--- src/rtl/ibf_pkg.sv ---
// Shared types and helper functions for the runtime-reconfigurable
// inverse-butterfly parallel-extract engine.
//   state_e   : commit FSM states (run / drain / swap)
//   pop_cnt   : number of set bits, used to derive pipeline latency
//   stg_cfg_w : control-word width of one butterfly stage
//   mux_cfg_w : control-word width of the N:1 lane mux
//   sel_w     : width of the config target selector
package ibf_pkg;

  typedef enum logic [1:0] {
    StRun   = 2'd0,
    StDrain = 2'd1,
    StSwap  = 2'd2
  } state_e;

  function automatic int unsigned pop_cnt(input logic [31:0] v);
    int unsigned n;
    n = 0;
    for (int i = 0; i < 32; i++) begin
      n += 32'(v[i]);
    end
    return n;
  endfunction

  function automatic int unsigned stg_cfg_w(input int unsigned dw);
    return dw / 2;
  endfunction

  function automatic int unsigned mux_cfg_w(input int unsigned dw, input int unsigned n);
    return $clog2(n) * (dw / n);
  endfunction

  function automatic int unsigned sel_w(input int unsigned stages);
    return $clog2(stages + 1);
  endfunction

endpackage

--- src/rtl/ibf_rt_stage.sv ---
// One inverse-butterfly stage. Pair k swaps bits i and i+2**STAGE_ORDER when
// ctrl_i[k] is set. When IS_PIPED, the {valid, mode, data} triple is registered
// and advances only when en_i is high; otherwise the stage is pure combinational.
// Ports:
//   clk, rst_n            clock, synchronous active-low reset
//   en_i                  global pipeline advance enable
//   valid_i/mode_i/data_i item entering the stage
//   ctrl_i                per-pair swap controls (already looked up by mode_i)
//   valid_o/mode_o/data_o item leaving the stage
module ibf_rt_stage #(
  parameter int unsigned DATA_WIDTH  = 16,
  parameter int unsigned MODE_WIDTH  = 2,
  parameter int unsigned STAGE_ORDER = 0,
  parameter bit          IS_PIPED    = 1'b1
) (
  input  logic                    clk,
  input  logic                    rst_n,
  input  logic                    en_i,
  input  logic                    valid_i,
  input  logic [MODE_WIDTH-1:0]   mode_i,
  input  logic [DATA_WIDTH-1:0]   data_i,
  input  logic [DATA_WIDTH/2-1:0] ctrl_i,
  output logic                    valid_o,
  output logic [MODE_WIDTH-1:0]   mode_o,
  output logic [DATA_WIDTH-1:0]   data_o
);

  localparam int Dist = 1 << STAGE_ORDER;

  logic [DATA_WIDTH-1:0] swapped;

  // Pair k maps to the low bit of its block of 2*Dist plus the offset inside it.
  always_comb begin
    swapped = data_i;
    for (int k = 0; k < DATA_WIDTH / 2; k++) begin
      if (ctrl_i[k]) begin
        swapped[(k / Dist) * 2 * Dist + k % Dist]        = data_i[(k / Dist) * 2 * Dist + k % Dist + Dist];
        swapped[(k / Dist) * 2 * Dist + k % Dist + Dist] = data_i[(k / Dist) * 2 * Dist + k % Dist];
      end
    end
  end

  if (IS_PIPED) begin : g_reg
    logic                  valid_q;
    logic [MODE_WIDTH-1:0] mode_q;
    logic [DATA_WIDTH-1:0] data_q;

    always_ff @(posedge clk) begin
      if (!rst_n) begin
        valid_q <= 1'b0;
        mode_q  <= '0;
        data_q  <= '0;
      end else if (en_i) begin
        valid_q <= valid_i;
        mode_q  <= mode_i;
        data_q  <= swapped;
      end
    end

    assign valid_o = valid_q;
    assign mode_o  = mode_q;
    assign data_o  = data_q;
  end else begin : g_comb
    assign valid_o = valid_i;
    assign mode_o  = mode_i;
    assign data_o  = swapped;
  end

endmodule

--- src/rtl/ibf_pex_rt.sv ---
// Runtime-reconfigurable inverse-butterfly parallel-extract engine.
// A word passes STAGE_NUM butterfly stages and a registered N_NUM:1 per-bit lane
// mux; every stage and the mux look up their control word in the active config
// bank at the item's own mode tag. Config writes go to a shadow bank; a commit
// drains the pipe, then copies shadow to active in a single SWAP cycle.
// Ports:
//   clk, rst_n                         clock, synchronous active-low reset
//   in_valid_i/in_ready_o              input handshake
//   in_mode_i/in_data_i                item mode tag and data word
//   out_valid_o/out_ready_i            output handshake
//   out_data_o                         extracted DATA_WIDTH/N_NUM bits
//   cfg_we_i/cfg_mode_i/cfg_sel_i      shadow write (sel = stage, or STAGE_NUM = mux)
//   cfg_wdata_i                        control word to write
//   cfg_commit_i                       request shadow->active copy
//   cfg_busy_o                         commit in progress (drain or swap)
module ibf_pex_rt
  import ibf_pkg::*;
#(
  parameter int unsigned DATA_WIDTH = 16,
  parameter int unsigned MODE_WIDTH = 2,
  parameter int unsigned STAGE_NUM  = 4,
  parameter logic [31:0] PIPED_MASK = 32'hF,
  parameter int unsigned N_NUM      = 4
) (
  input  logic                               clk,
  input  logic                               rst_n,
  input  logic                               in_valid_i,
  output logic                               in_ready_o,
  input  logic [MODE_WIDTH-1:0]              in_mode_i,
  input  logic [DATA_WIDTH-1:0]              in_data_i,
  output logic                               out_valid_o,
  input  logic                               out_ready_i,
  output logic [DATA_WIDTH/N_NUM-1:0]        out_data_o,
  input  logic                               cfg_we_i,
  input  logic [MODE_WIDTH-1:0]              cfg_mode_i,
  input  logic [$clog2(STAGE_NUM+1)-1:0]     cfg_sel_i,
  input  logic [DATA_WIDTH/2-1:0]            cfg_wdata_i,
  input  logic                               cfg_commit_i,
  output logic                               cfg_busy_o
);

  localparam int unsigned NModes  = 2 ** MODE_WIDTH;
  localparam int unsigned StgCfgW = stg_cfg_w(DATA_WIDTH);
  localparam int unsigned MuxCfgW = mux_cfg_w(DATA_WIDTH, N_NUM);
  localparam int unsigned SelW    = sel_w(STAGE_NUM);
  localparam int unsigned OutW    = DATA_WIDTH / N_NUM;
  localparam int unsigned LaneW   = $clog2(N_NUM);

  state_e state_q, state_d;
  logic   en;
  logic   pipe_busy;

  // Index 0 is the accepted input; index s+1 is the output of stage s.
  logic [STAGE_NUM:0]                 v_chain;
  logic [STAGE_NUM:0][MODE_WIDTH-1:0] m_chain;
  logic [STAGE_NUM:0][DATA_WIDTH-1:0] d_chain;
  logic [STAGE_NUM-1:0][StgCfgW-1:0]  stg_ctrl;

  logic [StgCfgW-1:0] stg_shadow_q [NModes][STAGE_NUM];
  logic [StgCfgW-1:0] stg_active_q [NModes][STAGE_NUM];
  logic [MuxCfgW-1:0] mux_shadow_q [NModes];
  logic [MuxCfgW-1:0] mux_active_q [NModes];

  logic [MuxCfgW-1:0] mux_ctrl;
  logic [OutW-1:0]    mux_d;
  logic               out_valid_q;
  logic [OutW-1:0]    out_data_q;

  // Downstream backpressure freezes the whole pipe, so in_ready is
  // combinational from out_ready_i.
  assign en = !out_valid_q | out_ready_i;

  assign v_chain[0] = in_valid_i & in_ready_o;
  assign m_chain[0] = in_mode_i;
  assign d_chain[0] = in_data_i;

  for (genvar s = 0; s < STAGE_NUM; s++) begin : g_stage
    assign stg_ctrl[s] = stg_active_q[m_chain[s]][s];

    ibf_rt_stage #(
      .DATA_WIDTH  (DATA_WIDTH),
      .MODE_WIDTH  (MODE_WIDTH),
      .STAGE_ORDER (s),
      .IS_PIPED    (PIPED_MASK[s])
    ) u_stage (
      .clk     (clk),
      .rst_n   (rst_n),
      .en_i    (en),
      .valid_i (v_chain[s]),
      .mode_i  (m_chain[s]),
      .data_i  (d_chain[s]),
      .ctrl_i  (stg_ctrl[s]),
      .valid_o (v_chain[s+1]),
      .mode_o  (m_chain[s+1]),
      .data_o  (d_chain[s+1])
    );
  end

  assign pipe_busy = (|v_chain[STAGE_NUM:1]) | out_valid_q;

  // Output bit b picks bit b of lane sel, lanes being OutW-bit slices.
  always_comb begin
    mux_ctrl = mux_active_q[m_chain[STAGE_NUM]];
    mux_d    = '0;
    for (int b = 0; b < int'(OutW); b++) begin
      for (int n = 0; n < int'(N_NUM); n++) begin
        if (mux_ctrl[b*LaneW +: LaneW] == LaneW'(n)) begin
          mux_d[b] = d_chain[STAGE_NUM][n*OutW + b];
        end
      end
    end
  end

  always_ff @(posedge clk) begin
    if (!rst_n) begin
      out_valid_q <= 1'b0;
      out_data_q  <= '0;
    end else if (en) begin
      out_valid_q <= v_chain[STAGE_NUM];
      if (v_chain[STAGE_NUM]) begin
        out_data_q <= mux_d;
      end
    end
  end

  assign out_valid_o = out_valid_q;
  assign out_data_o  = out_data_q;

  // Config banks. A write landing in the SWAP cycle reaches shadow only; active
  // copies the pre-write shadow because both use nonblocking updates.
  always_ff @(posedge clk) begin
    if (!rst_n) begin
      for (int m = 0; m < int'(NModes); m++) begin
        for (int s = 0; s < int'(STAGE_NUM); s++) begin
          stg_shadow_q[m][s] <= '0;
          stg_active_q[m][s] <= '0;
        end
        mux_shadow_q[m] <= '0;
        mux_active_q[m] <= '0;
      end
    end else begin
      if (state_q == StSwap) begin
        stg_active_q <= stg_shadow_q;
        mux_active_q <= mux_shadow_q;
      end
      if (cfg_we_i) begin
        for (int s = 0; s < int'(STAGE_NUM); s++) begin
          if (cfg_sel_i == SelW'(s)) begin
            stg_shadow_q[cfg_mode_i][s] <= cfg_wdata_i;
          end
        end
        if (cfg_sel_i == SelW'(STAGE_NUM)) begin
          mux_shadow_q[cfg_mode_i] <= cfg_wdata_i[MuxCfgW-1:0];
        end
      end
    end
  end

  // Commit FSM: state register.
  always_ff @(posedge clk) begin
    if (!rst_n) begin
      state_q <= StRun;
    end else begin
      state_q <= state_d;
    end
  end

  // Commit FSM: next state.
  always_comb begin
    state_d = state_q;
    unique case (state_q)
      StRun:   if (cfg_commit_i) state_d = StDrain;
      StDrain: if (!pipe_busy)   state_d = StSwap;
      StSwap:  state_d = StRun;
      default: state_d = StRun;
    endcase
  end

  // Commit FSM: outputs.
  always_comb begin
    in_ready_o = en & (state_q == StRun);
    cfg_busy_o = (state_q != StRun);
  end

endmodule

--- config.mk ---
export PLATFORM = sky130hd
export DESIGN_NAME = ibf_pex_rt
export DESIGN_NICKNAME = d
export VERILOG_FILES = /design/src/rtl/ibf_pkg.sv /design/src/rtl/ibf_rt_stage.sv /design/src/rtl/ibf_pex_rt.sv
export SDC_FILE = /design/constraint.sdc
export NUM_CORES = 1
export LEC_CHECK = 0
export BUFFER_PORTS_ARGS = -buffer_cell sky130_fd_sc_hd__buf_4
export CORE_MARGIN = 5
export CORE_UTILIZATION = 59
export DETAILED_ROUTE_END_ITERATION = 10
export PLACE_DENSITY = 0.76
export SETUP_SLACK_MARGIN = 0.05
export SYNTH_ARGS = -nofsm -noshare
export SYNTH_HDL_FRONTEND = slang
export SYNTH_SLANG_ARGS = --single-unit
--- constraint.sdc ---
create_clock -name clk -period 2.2 [get_ports clk]
set_input_delay 0.11 -clock clk [delete_from_list [all_inputs] [get_ports clk]]
set_output_delay 0.11 -clock clk [all_outputs]
set_load 0.01 [all_outputs]
==> results of run 1 <==
[critical path: stages]
cell and delay, ns:
dlygate4sd3_1 0.53, buf_4 0.22, mux4_2 0.58, mux2i_1 0.24
dlygate4sd3_1 0.63, a21oi_1 0.08
[final timing paths]
kind / start / endpoint / slack (ns) / cells past startpoint
setup / recovery: in_mode_i[1] / g_stage[0].u_stage.data_o[0] / 0.22 / 6
hold / removal: rst_n / mux_shadow_q[6] / 0.03 / 3
setup reg to reg: stg_active_q[28] / g_stage[0].u_stage.data_o[8] / 0.31 / 4
hold reg to reg: stg_shadow_q[78] / stg_active_q[78] / 0.45 / 2
[flip-flops by register name (all words and copies together) (netlist names)]
name                     count
state_q                      2
out_valid_o                  1
mux_active_q                32
mux_shadow_q                32
g_stage.u_stage.data_o      64
stg_shadow_q               128
out_data_o                   4
stg_active_q               128
g_stage.u_stage.valid_o      4
g_stage.u_stage.mode_o       8
[cell usage in the layout, fill, tap and decap left out]
master	netlist	layout
mux2i_1	140	140
nor4b_4	1	1
nand2_1	451	451
and4bb_2	1	1
dlygate4sd3_1	0	28
bufinv_16	0	2
buf_4	4	70
nor4bb_4	0	2
o21ai_0	64	64
nand2b_4	0	2
or3_1	1	1
nand3_1	96	96
nor2_2	1	2
clkbuf_8	0	7
a22o_1	4	4
or2_2	1	1
nor2b_1	7	4
nand4b_1	1	1
or4_1	1	1
mux4_2	36	36
nor2b_4	0	1
clkinv_2	0	6
buf_12	0	12
mux4_1	4	4
and4b_1	1	1
nor3b_1	2	2
dfxtp_1	403	403
clkbuf_1	96	9
nor2b_2	0	2
a21oi_1	332	332
a2111oi_0	1	1
a22oi_1	1	1
clkbuf_16	0	41
clkinvlp_4	0	1
inv_8	0	1
and3_1	2	2
nor2_1	71	70
[routing by layer]
metal / GRT usage, % / wire length (µm)
met1: 37.5 / 18100
met2: 41.5 / 18500
met3: 4.00 / 2980
met4: 6.95 / 787
met5: 0 / 0
[layout make-up]
type                       count  area share (%)
multi-input combinational   1223            39.5
tap                          335            2.35
inverter                       1          0.0631
clock buffer                  57            6.48
sequential                   403            45.2
timing repair buffer         110            5.87
clock inverter                 9           0.547
[cell families after synthesis]
group / count (synthesis) / share of synthesized area (%)
and+or+nand+nor: 641 / 16.7
AOI/OAI and AO/OA: 402 / 13.0
muxes: 180 / 14.8
DFF: 403 / 51.4
buffers and inverters: 152 / 4.12
[power groups by stage]
stage	sequential (mW)	combinational [mW]	clock (mW)
floorplan	7.58	0.460	0
global placement	7.63	0.720	0
detailed placement	7.63	0.731	0
CTS	7.47	0.773	6.67
global route	7.48	0.842	6.97
finish	7.47	0.786	6.58
[through the flow]
stage / power [mW] / utilization, % / instance area, µm² / std cells / hold WS (ns)
2_1_floorplan: 8.04 / - / 15700 / 1778 / 0.258
6_report: 14.8 / 68.2 / 17800 / 2138 / 0.0272
3_5_place_dp: 8.36 / 62.4 / 16300 / 2044 / 0.380
5_1_grt: 15.3 / 68.2 / 17800 / 2138 / 0.0247
3_3_place_gp: 8.35 / 62.4 / 16300 / 2044 / 0.352
4_1_cts: 14.9 / 68.2 / 17800 / 2138 / 0.00722
==> impl_metrics.env, run 1 <==
export IMPL_antenna_found_initial=0
export IMPL_diodes=0
export IMPL_cts_resized=0
export IMPL_seq_power_share_pct=50.3
export IMPL_rsz0062_at_grt="false"
export IMPL_grt_max_degree=90
export IMPL_drive_gt1_share_pct=10.4
export IMPL_routedWlPerCell_um=18.9
export IMPL_die_h_um=173
export IMPL_fillers=2048
export IMPL_grt_pass1_wl_um=64800
export IMPL_period_share_pct=90.2
export IMPL_synth_area_mm2=0.0157
export IMPL_power_leakage_nw=5.89
export IMPL_synthCells=1778
export IMPL_pwr_share_comb_pct=5.3
export IMPL_cts_setup_buffers=0
export IMPL_slew_headroom_pct=52.5
export IMPL_drtIter0Drc=1343
export IMPL_cts_root_buffer="clkbuf_16"
export IMPL_ant_nets=0
export IMPL_syn_area_per_cell_um2=8.82
export IMPL_crit_path_end_kind="flop"
export IMPL_clock_path_buffers=3
export IMPL_dp_slack_ns=0.321
export IMPL_drv_slew=0
export IMPL_cp_start_kind="input port"
export IMPL_finalClockSkew_ns=0.0155
export IMPL_fin_setup_tns_ns=0
export IMPL_ys_ff_latch=403
export IMPL_postCtsHoldBufs=28
export IMPL_dieArea_mm2=0.0300
export IMPL_ys_flop_type="dfxtp_1"
export IMPL_yosys_area_top_type="dfxtp_1"
export IMPL_grt_ovfl_total=0
export IMPL_status="complete, no violations"
export IMPL_switching_share_pct=22.4
export IMPL_multi_input_area_mm2=0.00704
export IMPL_yosysMostFrequentCell="nand2_1"
export IMPL_async_flop_share_pct=0
export IMPL_synthTopCellsByArea="dfxtp_1 51%, nand2_1 11%, a21oi_1 11%"
export IMPL_core_area_mm2=0.0261
export IMPL_worstPathMaxFanout=9
export IMPL_clkPwrFrac_pct=44.4
export IMPL_via_per_inst=5.96
export IMPL_num_vias=12700
export IMPL_grt_pass1_vias=12000
export IMPL_synth_cell_types=31
export IMPL_finalSetupViolCount=0
export IMPL_cts_buffers=40
export IMPL_drv_cap=0
export IMPL_cts_max_level=2
export IMPL_tightestPinTransition_ns=0.712
export IMPL_clk_latency_ns=0.52
export IMPL_rows=59
export IMPL_portBuffers=43
export IMPL_dp_hpwl_um=24900
export IMPL_synth_warnings=0
export IMPL_syn_nets=1815
export IMPL_critPathRequiredTime_ns=2.60
export IMPL_place_gp_congestion=0.835
export IMPL_area_growth_pct=13.7
export IMPL_drt_total_wl_um=40300
export IMPL_hold_class="input port to flop"
export IMPL_drc_errors=0
export IMPL_fin_ws_ns=0.216
export IMPL_seq_area_frac_synth_pct=51.4
export IMPL_start_util_pct=60.0
export IMPL_drtPass1Iterations=6
export IMPL_power_density_mw_per_mm2=832
export IMPL_p_int_mw=11.5
export IMPL_clk_pin_slew_ns=0.06
export IMPL_fmax_mhz=504
export IMPL_synth_edff_count=0
export IMPL_period_needed_ns=1.98
export IMPL_ys_top_cells_by_count="451 x nand2_1, 403 x dfxtp_1, 332 x a21oi_1"
export IMPL_yosysTopAreaCellShare_pct=51.4
export IMPL_cts_tree="built"
export IMPL_fin_nets=1816
export IMPL_die_w_um=173
export IMPL_grt_use_total_pct=26.1
export IMPL_irDropWorstVdd_uv=467
export IMPL_pin_count=44
export IMPL_critPathKind="input port to flop"
export IMPL_p_switching_mw=3.32
export IMPL_worstPathArrival_ns=2.38
export IMPL_cts_sinks=403
export IMPL_ff_latch_area_mm2=0.00807
export IMPL_hold_violations=0
Power figures use the tool's default switching activity.
==> run 2, diff against run 1 <==
Settings changed: HOLD_SLACK_MARGIN set to 0.05, MAX_ROUTING_LAYER set to met4.
==> impl_metrics.env, run 2 (synthesis results as in run 1) <==
export IMPL_power_density_mw_per_mm2=829
export IMPL_start_util_pct=60.0
export IMPL_ff_latch_area_mm2=0.00807
export IMPL_pin_count=44
export IMPL_cp_start_kind="input port"
export IMPL_layout_commonest_cell="nand2_1"
export IMPL_final_cell_area_mm2=0.0179
export IMPL_clk_pin_slew_ns=0.06
export IMPL_die_h_um=173
export IMPL_drive_gt1_share_pct=10.4
export IMPL_worstHoldStart="out_ready_i"
export IMPL_portBuffers=43
export IMPL_fin_nets=1825
export IMPL_dp_cells=2044
export IMPL_die_w_um=173
export IMPL_placed_area_mm2=0.0163
export IMPL_grt_use_total_pct=26.9
export IMPL_period_needed_ns=1.96
export IMPL_drv_cap=0
export IMPL_whs_path_depth=5
export IMPL_fin_ws_ns=0.236
export IMPL_slew_headroom_pct=53.4
export IMPL_tightestPinTransition_ns=0.698
export IMPL_num_vias=12700
export IMPL_grt_pass1_wl_um=64900
export IMPL_drc_errors=0
export IMPL_cts_buffers=40
export IMPL_period_share_pct=89.3
export IMPL_critPathKind="input port to flop"
export IMPL_finalSetupViolCount=0
export IMPL_final_core_util_pct=68.6
export IMPL_clk_latency_ns=0.53
export IMPL_p_total_mw=14.9
export IMPL_reg2reg_depth=4
export IMPL_layout_common_cells="451 x nand2_1, 403 x dfxtp_1, 332 x a21oi_1, 140 x mux2i_1, 96 x nand3_1"
export IMPL_grt_pass1_vias=12000
export IMPL_finalClockSkew_ns=0.0181
export IMPL_dieArea_mm2=0.0300
export IMPL_grt_ovfl_total=0
export IMPL_r2r_start="stg_active_q[28]"
export IMPL_hold_slack_ns=0.0879
export IMPL_cts_max_level=2
export IMPL_hold_violations=0
export IMPL_multi_input_area_mm2=0.00704
export IMPL_reg2reg_to="g_stage[0].u_stage.data_o[8]"
export IMPL_dp_hpwl_um=24900
export IMPL_area_growth_pct=14.2
export IMPL_ant_nets=0
export IMPL_crit_path_end_kind="flop"
export IMPL_cts_tree="built"
export IMPL_clock_path_buffers=3
export IMPL_diodes=0
export IMPL_cts_root_buffer="clkbuf_16"
export IMPL_reg2reg_slack_ns=0.30
export IMPL_drt_total_wl_um=40400
export IMPL_power_leakage_nw=5.93
export IMPL_worstPathArrival_ns=2.36
export IMPL_grt_max_degree=90
export IMPL_cts_sinks=403
export IMPL_drv_slew=0
export IMPL_hold_class="input port to flop"
export IMPL_irDropWorstVdd_uv=465
export IMPL_cts_resized=0
export IMPL_final_cells=2147
export IMPL_status="complete, no violations"
export IMPL_worstPathMaxFanout=9
export IMPL_antenna_found_initial=0
export IMPL_routedWlPerCell_um=18.8
export IMPL_rsz0062_at_grt="false"
export IMPL_fmax_mhz=509
export IMPL_dp_slack_ns=0.321
export IMPL_cts_setup_buffers=0
export IMPL_min_to="g_stage[1].u_stage.valid_o"
export IMPL_place_gp_congestion=0.848
export IMPL_rows=59
export IMPL_drtIter0Drc=1475
export IMPL_fin_setup_tns_ns=0
export IMPL_via_per_inst=5.94
export IMPL_fillers=2035
export IMPL_drtPass1Iterations=6
export IMPL_core_area_mm2=0.0261
export IMPL_critPathRequiredTime_ns=2.60
## run 2: per-layer routing
metal,track usage (%),vias up,part of all wire [%]
li1,-,6073,-
met1,37.7,6132,45
met2,41.7,476,46
met3,3.73,63,7.2
met4,6.92,0,1.9
met5,-,-,0
## run 2: worst max path at each step
stage	from	end	slack, ns
2_1_floorplan	g_stage[3].u_stage.mode_o[0]	out_data_o[2]	0.67
3_3_place_gp	g_stage[1].u_stage.mode_o[0]	g_stage[2].u_stage.data_o[1]	0.38
3_5_place_dp	g_stage[1].u_stage.mode_o[0]	g_stage[2].u_stage.data_o[5]	0.32
4_1_cts	in_mode_i[1]	g_stage[0].u_stage.data_o[0]	0.30
5_1_grt	in_mode_i[1]	g_stage[0].u_stage.data_o[0]	0.15
6_report	in_mode_i[1]	g_stage[0].u_stage.data_o[0]	0.24
## run 2: critical path, cell delays in order
cell	delay [ns]
dlygate4sd3_1	0.53
buf_4	0.22
mux4_2	0.58
mux2i_1	0.22
dlygate4sd3_1	0.62
a21oi_1	0.08
## run 2: layout make-up
class                      instances  share of cell area [%]
tap                              335                    2.34
clock inverter                     9                   0.545
inverter                           1                  0.0628
sequential                       403                    45.0
multi-input combinational       1223                    39.3
clock buffer                      57                    6.45
timing repair buffer             119                    6.34
## run 2: power breakdown
group	switching, mW	internal [mW]	total, mW
clock	2.72	3.87	6.59
sequential	0.0891	7.38	7.47
combinational	0.522	0.276	0.799
total	3.33	11.5	14.9
## run 2: timing repair
action,CTS,global route
setup endpoints to repair,0,0
hold endpoints to repair,111,0
hold buffers,37,0
==> run 3, diff against run 2 <==
Settings changed: CTS_BUF_LIST set to sky130_fd_sc_hd__clkbuf_4.
==> impl_metrics.env, run 3 (synthesis results as in run 1) <==
export IMPL_status="complete, no violations"
export IMPL_irDropWorstVdd_uv=339
export IMPL_clock_path_buffers=3
export IMPL_start_util_pct=60.0
export IMPL_dp_slack_ns=0.321
export IMPL_via_per_inst=5.82
export IMPL_final_cell_area_mm2=0.0182
export IMPL_clk_pin_slew_ns=0.07
export IMPL_cts_max_level=3
export IMPL_dp_hpwl_um=24900
export IMPL_power_density_mw_per_mm2=807
export IMPL_fin_setup_tns_ns=0
export IMPL_seq_power_share_pct=50.8
export IMPL_drt_total_wl_um=41700
export IMPL_placed_area_mm2=0.0163
export IMPL_drtPass1Iterations=6
export IMPL_rows=59
export IMPL_grt_ovfl_total=0
export IMPL_reg2reg_to="g_stage[0].u_stage.data_o[5]"
export IMPL_cts_buffers=100
export IMPL_fmax_mhz=502
export IMPL_portBuffers=43
export IMPL_clkPwrFrac_pct=43.6
export IMPL_p_switching_mw=3.53
export IMPL_place_gp_congestion=0.848
export IMPL_rsz0062_at_grt="false"
export IMPL_fin_ws_ns=0.209
export IMPL_reg2reg_depth=5
export IMPL_power_leakage_nw=6.19
export IMPL_reg2reg_slack_ns=0.21
export IMPL_tightestPinTransition_ns=0.697
export IMPL_drv_cap=0
export IMPL_grt_pass1_vias=12800
export IMPL_clk_latency_ns=0.74
export IMPL_p_int_mw=11.2
export IMPL_grt_pass1_wl_um=67100
export IMPL_worstPathArrival_ns=2.68
export IMPL_hold_class="input port to flop"
export IMPL_fin_nets=1911
export IMPL_routedWlPerCell_um=18.3
export IMPL_drive_gt1_share_pct=14.8
export IMPL_drv_slew=0
export IMPL_dieArea_mm2=0.0300
export IMPL_crit_path_end_kind="flop"
export IMPL_grt_max_degree=90
export IMPL_pin_count=44
export IMPL_hold_violations=0
export IMPL_critPathRequiredTime_ns=2.89
export IMPL_cts_root_buffer="clkbuf_4"
export IMPL_worstPathMaxFanout=89
export IMPL_whs_path_depth=4
export IMPL_switching_share_pct=24.0
export IMPL_finalClockSkew_ns=0.0480
export IMPL_antenna_found_initial=2
export IMPL_r2r_start="out_valid_o"
export IMPL_num_vias=13300
export IMPL_critPathKind="flop to flop"
export IMPL_worstHoldStart="cfg_wdata_i[4]"
export IMPL_period_needed_ns=1.99
export IMPL_grt_use_total_pct=27.9
export IMPL_cts_sinks=403
export IMPL_layout_commonest_cell="nand2_1"
export IMPL_area_growth_pct=16.2
export IMPL_die_w_um=173
export IMPL_die_h_um=173
export IMPL_layout_common_cells="451 x nand2_1, 402 x dfxtp_1, 332 x a21oi_1, 147 x clkbuf_4, 140 x mux2i_1"
export IMPL_drtIter0Drc=1402
export IMPL_cts_tree="built"
export IMPL_min_to="stg_shadow_q[124]"
export IMPL_finalSetupViolCount=0
export IMPL_pwr_share_comb_pct=5.7
export IMPL_drc_errors=0
export IMPL_ant_nets=0
export IMPL_cp_start_kind="flop"
export IMPL_period_share_pct=90.5
export IMPL_core_area_mm2=0.0261
export IMPL_slew_headroom_pct=53.4
[run 3: cell types whose count changed in the layout (fill, tap and decap cells not counted), moves of 7 or more]
cell,change
dlygate4sd3_1,+25
clkbuf_1,-9
clkbuf_16,-41
clkbuf_8,-7
clkbuf_4,+147
clkinv_1,+14
[run 3: power by group through the flow]
stage / Sequential, mW / Clock (mW) / Combinational [mW]
6_report: 7.47 / 6.41 / 0.835
5_1_grt: 7.47 / 6.93 / 0.896
4_1_cts: 7.47 / 6.50 / 0.815
3_5_place_dp: 7.63 / 0 / 0.731
3_3_place_gp: 7.63 / 0 / 0.720
2_1_floorplan: 7.58 / 0 / 0.460
[run 3: how the worst max path moves through the flow]
stage	start	endpoint	slack, ns	cells after the start
floorplan	g_stage[3].u_stage.mode_o[0]	out_data_o[2]	0.67	5
finish	out_valid_o	g_stage[0].u_stage.data_o[5]	0.21	5
global placement	g_stage[1].u_stage.mode_o[0]	g_stage[2].u_stage.data_o[1]	0.38	3
global route	out_valid_o	g_stage[0].u_stage.data_o[5]	0.12	5
detailed placement	g_stage[1].u_stage.mode_o[0]	g_stage[2].u_stage.data_o[5]	0.32	3
CTS	out_valid_o	g_stage[0].u_stage.data_o[12]	0.18	5
[run 3: per-layer routing]
metal,GRT usage (%),vias to the layer above,routed length [µm]
met3,5.96,64,3660
li1,-,6309,-
met2,42.8,565,19100
met1,37.6,6317,18200
met5,-,-,0
met4,8.31,0,748
[run 3: timing repair]
| action | in CTS | in global routing |
|---|---|---|
| hold buffers | 62 | 0 |
| hold endpoints to repair | 252 | 0 |
| buffers inserted | 0 | 0 |
| setup endpoints to repair | 0 | 8 |
| gates resized for setup | 0 | 1 |
[run 3: worst max-delay path: stages (launching register included)]
cell and delay, ns:
dfxtp_2 0.37, nand2b_4 0.27, buf_12 0.34, o21ai_0 0.16, a21oi_1 0.19, dlygate4sd3_1 0.57
[run 3: area by class of cell]
| type | instances | area (µm²) |
|---|---|---|
| flip-flops and latches | 403 | 8070 |
| clock inverters | 22 | 194 |
| repair buffers | 144 | 1390 |
| fillers | 2003 | 7900 |
| multi-input cells | 1224 | 7040 |
| diodes | 2 | 5.00 |
| clock buffers | 147 | 1100 |
| inverters | 1 | 11.3 |
| well taps | 335 | 419 |
[run 3: stage by stage]
step,utilization [%],hold WS [ns],power (mW),std cells
after floorplan,-,0.258,8.04,1778
after global placement,62.4,0.352,8.35,2044
after detailed placement,62.4,0.380,8.36,2044
after CTS,69.7,0.329,14.8,2275
after global routing,69.8,0.365,15.3,2278
final,69.8,0.381,14.7,2278
